$ cat config.mk
export PLATFORM = sky130hd
export DESIGN_NAME = vc_pop_arbiter
export DESIGN_NICKNAME = d
export VERILOG_FILES = /design/src/rtl/vc_pop_arbiter.sv
export SDC_FILE = /design/constraint.sdc
export NUM_CORES = 1
export LEC_CHECK = 0
export ABC_AREA = 1
export CAP_MARGIN = 20
export CELL_PAD_IN_SITES_DETAIL_PLACEMENT = 0
export CELL_PAD_IN_SITES_GLOBAL_PLACEMENT = 1
export CORE_ASPECT_RATIO = 1.4
export CORE_MARGIN = 2
export CORE_UTILIZATION = 29
export CTS_BUF_LIST = sky130_fd_sc_hd__clkbuf_8
export DETAILED_ROUTE_END_ITERATION = 12
export PLACE_DENSITY_LB_ADDON = 0.15
export SLEW_MARGIN = 20
export SYNTH_ARGS = -nofsm -noshare
export SYNTH_HDL_FRONTEND = slang
export SYNTH_SLANG_ARGS = --single-unit
$ cat constraint.sdc
create_clock -name clk -period 2.9 [get_ports clk]
set_input_delay 0.87 -clock clk [delete_from_list [all_inputs] [get_ports clk]]
set_output_delay 0.87 -clock clk [all_outputs]
set_load 0.01 [all_outputs]
$ cat src/rtl/vc_pop_arbiter.sv
// Weighted round-robin arbiter that drains four VC FIFOs into one downstream FIFO.
// Optional macro VC0_STRICT_PRIO_EN gives VC0 absolute priority without disturbing the round-robin.
module vc_pop_arbiter #(
    parameter int DATA_W = 12,
    parameter int W0     = 1,
    parameter int W1     = 1,
    parameter int W2     = 1,
    parameter int W3     = 1
) (
    input  logic              clk,
    input  logic              reset,
    input  logic              enable,
    input  logic              empty_0,
    input  logic              empty_1,
    input  logic              empty_2,
    input  logic              empty_3,
    input  logic [DATA_W-1:0] data_in_0,
    input  logic [DATA_W-1:0] data_in_1,
    input  logic [DATA_W-1:0] data_in_2,
    input  logic [DATA_W-1:0] data_in_3,
    input  logic              almost_full_out,
    output logic              pop_0,
    output logic              pop_1,
    output logic              pop_2,
    output logic              pop_3,
    output logic              push,
    output logic [DATA_W-1:0] data_out,
    output logic [1:0]        active_vc,
    output logic              idle
);

    // Weight 0 behaves as 1; anything above the 4-bit counter range is clamped.
    function automatic logic [3:0] eff_w(input int w);
        if (w <= 0)
            return 4'd1;
        else if (w > 15)
            return 4'd15;
        else
            return 4'(w);
    endfunction

    localparam logic [3:0] WE0 = eff_w(W0);
    localparam logic [3:0] WE1 = eff_w(W1);
    localparam logic [3:0] WE2 = eff_w(W2);
    localparam logic [3:0] WE3 = eff_w(W3);

    logic [1:0]        cur;
    logic [3:0]        burst_cnt;
    logic [3:0]        empty_v;
    logic [3:0]        wt_cur;
    logic              go;
    logic [1:0]        sel;
    logic [1:0]        idx;
    logic              sel_valid;
    logic              strict;
    logic [3:0]        pop_v;
    logic [DATA_W-1:0] data_sel;

    assign empty_v = {empty_3, empty_2, empty_1, empty_0};

    always_comb begin
        wt_cur = WE0;
        case (cur)
            2'd0:    wt_cur = WE0;
            2'd1:    wt_cur = WE1;
            2'd2:    wt_cur = WE2;
            default: wt_cur = WE3;
        endcase
    end

    always_comb begin
        go        = enable & ~almost_full_out & ~reset;
        sel       = cur;
        idx       = cur;
        sel_valid = 1'b0;
        strict    = 1'b0;
        if (!empty_v[cur] && (burst_cnt < wt_cur)) begin
            sel       = cur;
            sel_valid = 1'b1;
        end else begin
            // Search order cur+1, cur+2, cur+3, cur; i=4 wraps back to cur.
            for (int i = 1; i <= 4; i++) begin
                idx = cur + 2'(i);
                if (!sel_valid && !empty_v[idx]) begin
                    sel       = idx;
                    sel_valid = 1'b1;
                end
            end
        end
`ifdef VC0_STRICT_PRIO_EN
        if (!empty_v[0]) begin
            sel       = 2'd0;
            sel_valid = 1'b1;
            strict    = 1'b1;
        end
`endif
        pop_v = 4'b0000;
        if (go && sel_valid)
            pop_v[sel] = 1'b1;
    end

    always_comb begin
        data_sel = data_in_0;
        case (sel)
            2'd0:    data_sel = data_in_0;
            2'd1:    data_sel = data_in_1;
            2'd2:    data_sel = data_in_2;
            default: data_sel = data_in_3;
        endcase
    end

    assign pop_0 = pop_v[0];
    assign pop_1 = pop_v[1];
    assign pop_2 = pop_v[2];
    assign pop_3 = pop_v[3];

    always_ff @(posedge clk or posedge reset) begin
        if (reset) begin
            push      <= 1'b0;
            data_out  <= '0;
            cur       <= 2'd0;
            burst_cnt <= 4'd0;
        end else if (|pop_v) begin
            push     <= 1'b1;
            data_out <= data_sel;
            // Strict VC0 grants leave the round-robin position untouched.
            if (!strict) begin
                if (sel == cur) begin
                    burst_cnt <= (burst_cnt < wt_cur) ? burst_cnt + 4'd1 : 4'd1;
                end else begin
                    cur       <= sel;
                    burst_cnt <= 4'd1;
                end
            end
        end else begin
            push <= 1'b0;
        end
    end

    assign active_vc = cur;
    assign idle      = (&empty_v) & ~push;

endmodule

==> results of run 1 <==
## worst max-delay path, stage by stage
cell,delay [ns]
buf_8,0.10
inv_8,0.06
nand2_2,0.05
buf_4,0.14
a31oi_4,0.21
nand2_4,0.10
nand3_2,0.12
nand2_4,0.08
nor3_4,0.19
buf_2,0.16
## state kept, by name, indices dropped and copies added, names as in the netlist
register	cells
data_out	12
active_vc	2
push	1
burst_cnt	4
## final timing paths
check	endpoint	from
max reg2reg	data_out[4]$_DFFE_PP0P_	active_vc[0]$_DFFE_PP0P_
max in group asynchronous	active_vc[0]$_DFFE_PP0P_	reset
min in group asynchronous	data_out[5]$_DFFE_PP0P_	reset
min	data_out[8]$_DFFE_PP0P_	data_out[8]$_DFFE_PP0P_
max	pop_0	empty_3
min reg2reg	data_out[8]$_DFFE_PP0P_	data_out[8]$_DFFE_PP0P_
## power by group through the flow
stage          combinational, W  clock [W]  sequential, W
4_1_cts                 0.00300   0.000209       0.000442
3_5_place_dp            0.00279          0       0.000439
2_1_floorplan           0.00194          0       0.000478
3_3_place_gp            0.00278          0       0.000439
6_report                0.00308   0.000200       0.000441
5_1_grt                 0.00339   0.000218       0.000454
## kinds of logic (layout without fill, tap and decap cells)
group | after synthesis | count (layout) | synth area share, %
fa+ha+maj | 2 | 2 | 1.43
flops | 19 | 19 | 27.3
buf+inv | 43 | 148 | 12.8
simple gates | 177 | 177 | 49.1
compound gates | 24 | 24 | 9.40
## routing by layer
metal	GRT usage (%)	part of all wire, %
met5	0	0
met4	5.39	1.8
met3	2.62	4.9
met2	38.9	57
met1	19.1	36
## metrics by stage
stage / TNS (ns) / cell area, um^2 / worst slack [ns] / hold slack [ns]
2_1_floorplan: -0.124 / 1750 / -0.0620 / 0.454
5_1_grt: -0.401 / 3010 / -0.113 / 0.513
4_1_cts: -0.102 / 2920 / -0.0357 / 0.486
3_3_place_gp: -6.21 / 2720 / -1.00 / 0.466
3_5_place_dp: -6.31 / 2720 / -0.990 / 0.464
6_report: -0.0476 / 3010 / -0.0429 / 0.481
## final cells by class
cell class                      count  area, um^2  share of cell area, %
Inverter                           31         131                   4.36
Tap cell                           70        87.6                   2.91
Multi-Input combinational cell    203        1220                   40.6
Timing Repair Buffer              113        1040                   34.7
Clock buffer                        3        41.3                   1.37
Clock inverter                      1        5.00                  0.166
Sequential cell                    19         478                   15.9
## repair_timing
action,4_1_cts,5_1_grt
buffers inserted,5,3
pin swaps,19,16
gates resized for setup,78,18
setup endpoints to repair,5,5
## cells in the mapped netlist
cell type / n
nor4_1: 1
o21ai_1: 9
o21bai_2: 5
nor3b_1: 1
o22ai_1: 1
nand2_1: 99
clkbuf_1: 2
nand3b_1: 12
a21oi_1: 2
dfrtp_1: 19
nand2_2: 8
o21ai_2: 1
o21ai_0: 5
a31oi_2: 1
nor2_4: 2
nand2_4: 5
nand3_1: 34
nand3_2: 3
nand4_1: 1
buf_6: 7
nor2_1: 7
ha_1: 2
buf_2: 1
inv_2: 3
inv_1: 28
buf_4: 2
nor3_1: 4
==> results_dict.tcl, run 1 <==
set metrics [dict create \
    drive_gt1_share_pct 30.3 \
    overflow 0 \
    worstSetupStartpointType "input pin" \
    holdBufCountCts 0 \
    final_util_pct 51.7 \
    synthDistinctLibCells 27 \
    netlist.area_leader.share_pct 27.3 \
    synthCells 265 \
    criticalPathCategory "in -> out" \
    worstPathArrival_ns 2.07 \
    place_hpwl_um 4560 \
    routed_via_density 4.65 \
    grt_antenna_before_repair 0 \
    cts_tree "yes" \
    power_density_nw_per_um2 1240 \
    fp.dieW_um 69.5 \
    hold-path-cell-count 2 \
    via_count 2046 \
    die_y_um 95.8 \
    first_global_vias 2050 \
    yosysWarnings 0 \
    p_comb_share_pct 82.7 \
    clkPwrFrac_pct 5.4 \
    path_max_fanout 5 \
    ctsHtreeMaxLevel 1 \
    leakage_nw 1.53 \
    ys_top_cells_by_area "dfrtp_1 27%, nand2_1 21%, nand3_1 9.8%" \
    grt_usage_pct 18.7 \
    finalCritPeriodShare_pct 101 \
    yosysTopAreaCell "dfrtp_1" \
    synth_nets 323 \
    worstMarginPinSlew_ns 0.355 \
    timing.final.crit_period_ns 2.94 \
    yosysSeqAreaShare_pct 27.3 \
    cts_buffers 3 \
    ys_ff_latch 19 \
    hold_violations 0 \
    final_cell_mix "84 x nand2_1, 63 x clkdlybuf4s50_1, 37 x buf_4" \
    fmax_ghz 0.340 \
    dr.pass1.iters 4 \
    antenna_cells 0 \
    layout_commonest_cell "nand2_1" \
    clk_path_buf_depth 2 \
    fp.coreArea_um2 5820 \
    worstHoldPathType "reg -> reg" \
    finalNetCount 429 \
    rrSetupSlack_ns 0.55 \
    p_seq_share_pct 11.9 \
    total_power_w 0.00372 \
    endpoint_kind "primary output" \
    clk_pin_slew_ns 0.08 \
    r2r_cells 15 \
    area_delta_synth_final_pct 72.6 \
    syn-cell-area_um2 1740 \
    wl_um 5830 \
    gp_congestion 0.914 \
    clock_latency_ns 0.27 \
    violations "negative setup slack" \
    cap_violations 0 \
    cts_root_buf "clkbuf_8" \
    drtIter0Drc 43 \
    internal-power_w 0.00176 \
    drc 0 \
    portBuffers 75 \
    io_pins 76 \
    grt_max_degree 32 \
    die_area_um2 6660 \
    fin_ws_ns -0.0429 \
    grt_setup_unrepaired "yes" \
    fillers 599 \
    cp.required_ns 2.03 \
    wl_per_cell_um 13.3 \
    cts_sinks 19 \
    swShare_pct 52.7 \
    grt_pass1_wl_um 9730 \
    outcome "finished, violations left" \
    finalSetupViolations 2 \
    fin_worst_skew_ns 0.00304 \
    slew_headroom_pct 76.4 \
    peakVddDrop_mv 0.732 \
    fp-row-count 33 \
    start_util_pct 30.0 \
    slew_violations 0 \
    stdcell_count 440 \
    final_antenna_net_count 0 \
    place_inst 428 \
    switchingPower_w 0.00196 \
    postSynthAreaPerCell_um2 6.58 \
]
No activity file was read; power rests on OpenSTA's default activity.
==> run 2, diff against run 1 <==
--- a/config.mk
+++ b/config.mk
@@ -15,4 +15,5 @@
 export CTS_BUF_LIST = sky130_fd_sc_hd__clkbuf_8
 export DETAILED_ROUTE_END_ITERATION = 12
+export HOLD_SLACK_MARGIN = 0.15
 export PLACE_DENSITY_LB_ADDON = 0.15
 export SLEW_MARGIN = 20
==> constraint.sdc (replaced) <==
create_clock -name clk -period 2.9 [get_ports clk]
set_input_delay 0.87 -clock clk [delete_from_list [all_inputs] [get_ports clk]]
set_output_delay 0.87 -clock clk [all_outputs]
set_load 0.005 [all_outputs]
==> run 2 against run 1 <==
Effect of this change: the flow still finishes with violations (negative setup slack); total power up 1.4%; flip-flop and latch count unchanged; critical path type unchanged; register-to-register slack worse by 0.03 ns; fmax up 0.65%; non-clock buffer count down 1; via count up 1.2%; core utilization about the same; hold slack better by 0.0086 ns.
==> results_dict.tcl, run 2 (synthesis results as in run 1) <==
set metrics [dict create \
    setup_tns_ns -0.0617 \
    first_global_vias 2032 \
    start_util_pct 30.0 \
    endpoint_kind "primary output" \
    via_count 2071 \
    crit_path_frequent_cell "nand2_2" \
    worstMarginPinSlew_ns 0.372 \
    peakVddDrop_mv 0.792 \
    path_max_fanout 5 \
    cts_sinks 19 \
    power_density_nw_per_um2 1250 \
    cts_root_buf "clkbuf_8" \
    stdcell_count 439 \
    clock_latency_ns 0.26 \
    grt_setup_unrepaired "yes" \
    largest_reg_flops 12 \
    io_pins 76 \
    clk_path_buf_depth 2 \
    layout_commonest_cell "nand2_1" \
    slew_violations 0 \
    grt_pass1_wl_um 9660 \
    final_cell_mix "78 x nand2_1, 66 x clkdlybuf4s50_1, 35 x buf_4" \
    finalSetupViolations 4 \
    violations "negative setup slack" \
    drc 0 \
    die_y_um 95.8 \
    place_inst 423 \
    finalNetCount 428 \
    design_area_um2 3010 \
    worstSetupStartpointType "input pin" \
    grt_usage_pct 18.6 \
    fin_worst_skew_ns 0.00191 \
    ctsHtreeMaxLevel 1 \
    fmax_ghz 0.342 \
    timing.final.crit_period_ns 2.92 \
    worst-path-buf-inv 4 \
    top_register "data_out" \
    path_delay_family "simple AND/OR/NAND/NOR gates" \
    crit_chain "buf_6 -> inv_2 -> nand2_2 -> nand2_2 -> nor2_2 -> a31oi_4 -> nand2_4 -> buf_6 -> nand2_2 -> nand2_4 -> nor3_2 -> buf_2" \
    fin_ws_ns -0.0240 \
    slew_headroom_pct 75.2 \
    gp_congestion 0.803 \
    clk_pin_slew_ns 0.08 \
    die_area_um2 6660 \
    drtIter0Drc 44 \
    fp.coreArea_um2 5820 \
    hold_violations 0 \
    final_antenna_net_count 0 \
    cp.required_ns 2.03 \
    wl_per_cell_um 13.8 \
    overflow 0 \
    routed_via_density 4.72 \
    portBuffers 75 \
    worstHoldPathType "reg -> reg" \
    cap_violations 0 \
    area_delta_synth_final_pct 72.7 \
    place_hpwl_um 4420 \
    dr.pass1.iters 4 \
    grt_antenna_before_repair 0 \
    fp-row-count 33 \
    fp.dieW_um 69.5 \
    cts_tree "yes" \
    worstPathArrival_ns 2.05 \
    outcome "finished, violations left" \
    leakage_nw 1.48 \
    drive_gt1_share_pct 32.2 \
    criticalPathCategory "in -> out" \
    crit_slowest_cell "a31oi_4" \
    wl_um 6040 \
    finalCritPeriodShare_pct 101 \
    cpPeakStageDelay_ns 0.18 \
    grt_max_degree 32 \
    final_util_pct 51.8 \
    cts_buffers 3 \
    dpl_cell_area_um2 2660 \
    antenna_cells 0 \
]
## run 2: final cells by class
cell class | instances | area, um^2
Fill cell | 586 | 2810
Multi-Input combinational cell | 203 | 1240
Timing Repair Buffer | 112 | 1020
Sequential cell | 19 | 477
Inverter | 31 | 135
Tap cell | 70 | 87.6
Clock buffer | 3 | 41.3
Clock inverter | 1 | 5.00
## run 2: repair_timing
item | CTS | global route
endpoints found under the setup margin | 6 | 4
pin swaps | 22 | 20
buffers inserted | 5 | 7
hold buffers | 0 | 0
cloned | 0 | 0
resized for setup | 83 | 17
## run 2: where the power goes
| group | switching [W] | internal (W) |
|---|---|---|
| clock network | 0.0000960 | 0.0000956 |
| logic | 0.00179 | 0.00135 |
| registers | 0.0000821 | 0.000366 |
| total | 0.00196 | 0.00181 |
## run 2: through the flow
step	total power, W	hold slack, ns	setup slack [ns]
after global routing	0.00410	0.503	-0.130
after global placement	0.00318	0.470	-0.959
final	0.00377	0.489	-0.0240
after detailed placement	0.00318	0.464	-0.978
after floorplan	0.00237	0.454	0.0409
after CTS	0.00364	0.491	-0.0304
## run 2: tightest hold or removal path, stage by stage (launching register included)
cell     delay [ns]
dfrtp_1        0.35
nand2_1        0.05
nand2_1        0.05
## run 2: final timing paths
check,from,cells past startpoint,endpoint,slack (ns)
min reg2reg,data_out[2]$_DFFE_PP0P_,2,data_out[2]$_DFFE_PP0P_,0.49
max,empty_1,12,pop_3,-0.02
max reg2reg,active_vc[0]$_DFFE_PP0P_,17,data_out[4]$_DFFE_PP0P_,0.52
max in group asynchronous,reset,3,active_vc[0]$_DFFE_PP0P_,1.67
min in group asynchronous,reset,3,burst_cnt[3]$_DFFE_PP0P_,0.99
min,data_out[2]$_DFFE_PP0P_,2,data_out[2]$_DFFE_PP0P_,0.49
## run 2: layer usage
layer	GRT usage, %	vias to the layer above	wire length, um
met5	0	-	0
met2	37.0	54	3390
met4	6.86	0	199
met1	19.3	951	2180
li1	-	1049	-
met3	3.25	17	275
==> run 3, diff against run 2 <==
CORE_UTILIZATION = 25   (was 29)
SLEW_MARGIN = 10   (was 20)
==> run 3 against run 2 <==
Effect of this change: the run now ends clean; sequential share of layout area down 0.14 points; flip-flop and latch count unchanged; die area up 15%; critical endpoint is now pop_1; largest cell class unchanged; largest power group unchanged; highest routed layer unchanged.
==> results_dict.tcl, run 3 (synthesis results as in run 1) <==
set metrics [dict create \
    portBuffers 75 \
    io_pins 76 \
    die_area_um2 7670 \
    clock_latency_ns 0.26 \
    met1_usage_pct 17.1 \
    cts_root_buf "clkbuf_8" \
    finalCritPeriodShare_pct 100 \
    drc 0 \
    worstHoldPathType "reg -> reg" \
    path_max_fanout 6 \
    cpPeakStageDelay_ns 0.16 \
    cts_sinks 19 \
    top_usage_layer "met2" \
    final_antenna_net_count 0 \
    final_util_pct 44.5 \
    first_global_vias 2082 \
    worstMarginPinSlew_ns 0.363 \
    grt_max_degree 32 \
    dr.pass1.iters 4 \
    leakage_nw 1.49 \
    top_register "data_out" \
    cts_buffers 3 \
    crit_path_frequent_cell "nand2_4" \
    grt_pass1_wl_um 9430 \
    grt_usage_pct 15.9 \
    wl_per_cell_um 12.5 \
    peakVddDrop_mv 0.723 \
    place_hpwl_um 4240 \
    outcome "finished, final reports clean" \
    routed_via_density 4.42 \
    largest_reg_flops 12 \
    fmax_ghz 0.345 \
    drive_gt1_share_pct 32.1 \
    fp-row-count 36 \
    slew_headroom_pct 75.8 \
    cp.required_ns 2.03 \
    clk_path_buf_depth 2 \
    wl_um 5850 \
    hold_violations 0 \
    grt_setup_unrepaired "yes" \
    grt_antenna_before_repair 0 \
    power_density_nw_per_um2 1190 \
    dpl_cell_area_um2 2730 \
    antenna_cells 0 \
    fin_worst_skew_ns 0.00715 \
    die_y_um 103 \
    overflow 0 \
    gp_congestion 0.773 \
    grt.met2_usage_pct 31.3 \
    via_count 2060 \
    crit_chain "buf_6 -> inv_4 -> o21ai_2 -> nand2_2 -> nand2_4 -> nand2_4 -> nor2_4 -> nand2_2 -> nand3_2 -> nand2_4 -> nor3_2 -> buf_2" \
    endpoint_kind "primary output" \
    holdBufCountCts 0 \
    finalSetupViolations 0 \
    layout_commonest_cell "nand2_1" \
    use_met3_pct 2.44 \
    fp.dieW_um 74.6 \
    cap_violations 0 \
    ctsHtreeMaxLevel 1 \
    final_cell_mix "80 x nand2_1, 66 x clkdlybuf4s50_1, 37 x buf_4" \
    design_area_um2 3050 \
    timing.final.crit_period_ns 2.90 \
    cts_tree "yes" \
    crit_slowest_cell "nor2_4" \
    worstPathArrival_ns 2.03 \
    worstSetupStartpointType "input pin" \
    drtIter0Drc 50 \
    start_util_pct 25.5 \
    finalNetCount 430 \
    area_delta_synth_final_pct 74.7 \
    criticalPathCategory "in -> out" \
    slew_violations 0 \
    clk_pin_slew_ns 0.08 \
    fp.coreArea_um2 6850 \
]
## run 3: cell types whose count changed in the layout (fill, tap and decap cells not counted), sizes merged
cell / change
inv: +1
buf: +2
clkinv: -1
## run 3: critical path: cells and delay by family
family,cells,cell delay [ns]
AOI/OAI and AO/OA,1,0.14
buffers and inverters,3,0.25
and+or+nand+nor,8,0.78
## run 3: report_power, final
| group | switching, W | internal [W] | total [W] |
|---|---|---|---|
| Clock | 0.000101 | 0.0000970 | 0.000198 |
| Sequential | 0.0000729 | 0.000367 | 0.000440 |
| Combinational | 0.00169 | 0.00128 | 0.00297 |
| Total | 0.00187 | 0.00175 | 0.00361 |
## run 3: worst paths after layout
kind	start	end	slack [ns]	depth (start not counted)
max in group asynchronous	reset	active_vc[1]$_DFFE_PP0P_	1.55	4
setup reg to reg	active_vc[0]$_DFFE_PP0P_	data_out[4]$_DFFE_PP0P_	0.57	16
hold / removal	data_out[11]$_DFFE_PP0P_	data_out[11]$_DFFE_PP0P_	0.49	2
min in group asynchronous	reset	push$_DFF_PP0_	1.11	4
setup / recovery	empty_3	pop_1	0.0009	12
hold reg to reg	data_out[11]$_DFFE_PP0P_	data_out[11]$_DFFE_PP0P_	0.49	2
## run 3: repair_timing
item / CTS / global route
gates resized for setup: 75 / 18
buffers inserted: 8 / 3
endpoints found under the setup margin: 5 / 4
endpoints found under the hold margin: 0 / 0
pin swaps: 25 / 19
## run 3: area by class of cell
| cell class | instances | area [um^2] |
|---|---|---|
| Timing Repair Buffer | 114 | 1050 |
| Fill cell | 753 | 3800 |
| Sequential cell | 19 | 478 |
| Clock buffer | 3 | 41.3 |
| Multi-Input combinational cell | 203 | 1230 |
| Clock inverter | 1 | 7.51 |
| Inverter | 31 | 124 |
| Tap cell | 95 | 119 |
## run 3: per-layer routing
| layer | up-vias | part of all wire (%) |
|---|---|---|
| met1 | 951 | 39 |
| met4 | 0 | 0.65 |
| li1 | 1055 | - |
| met5 | - | 0 |
| met3 | 2 | 4.4 |
| met2 | 52 | 56 |
## run 3: metrics by stage
stage          setup slack (ns)  total power (W)  setup TNS [ns]  hold slack [ns]  std cells
6_report               0.000869          0.00361               0            0.487        466
5_1_grt                  -0.109          0.00398          -0.374            0.508        466
4_1_cts                0.000482          0.00358               0            0.493        463
3_5_place_dp             -0.907          0.00309           -5.95            0.468        451
3_3_place_gp             -0.894          0.00309           -5.94            0.462        451
2_1_floorplan            0.0409          0.00237               0            0.454        265
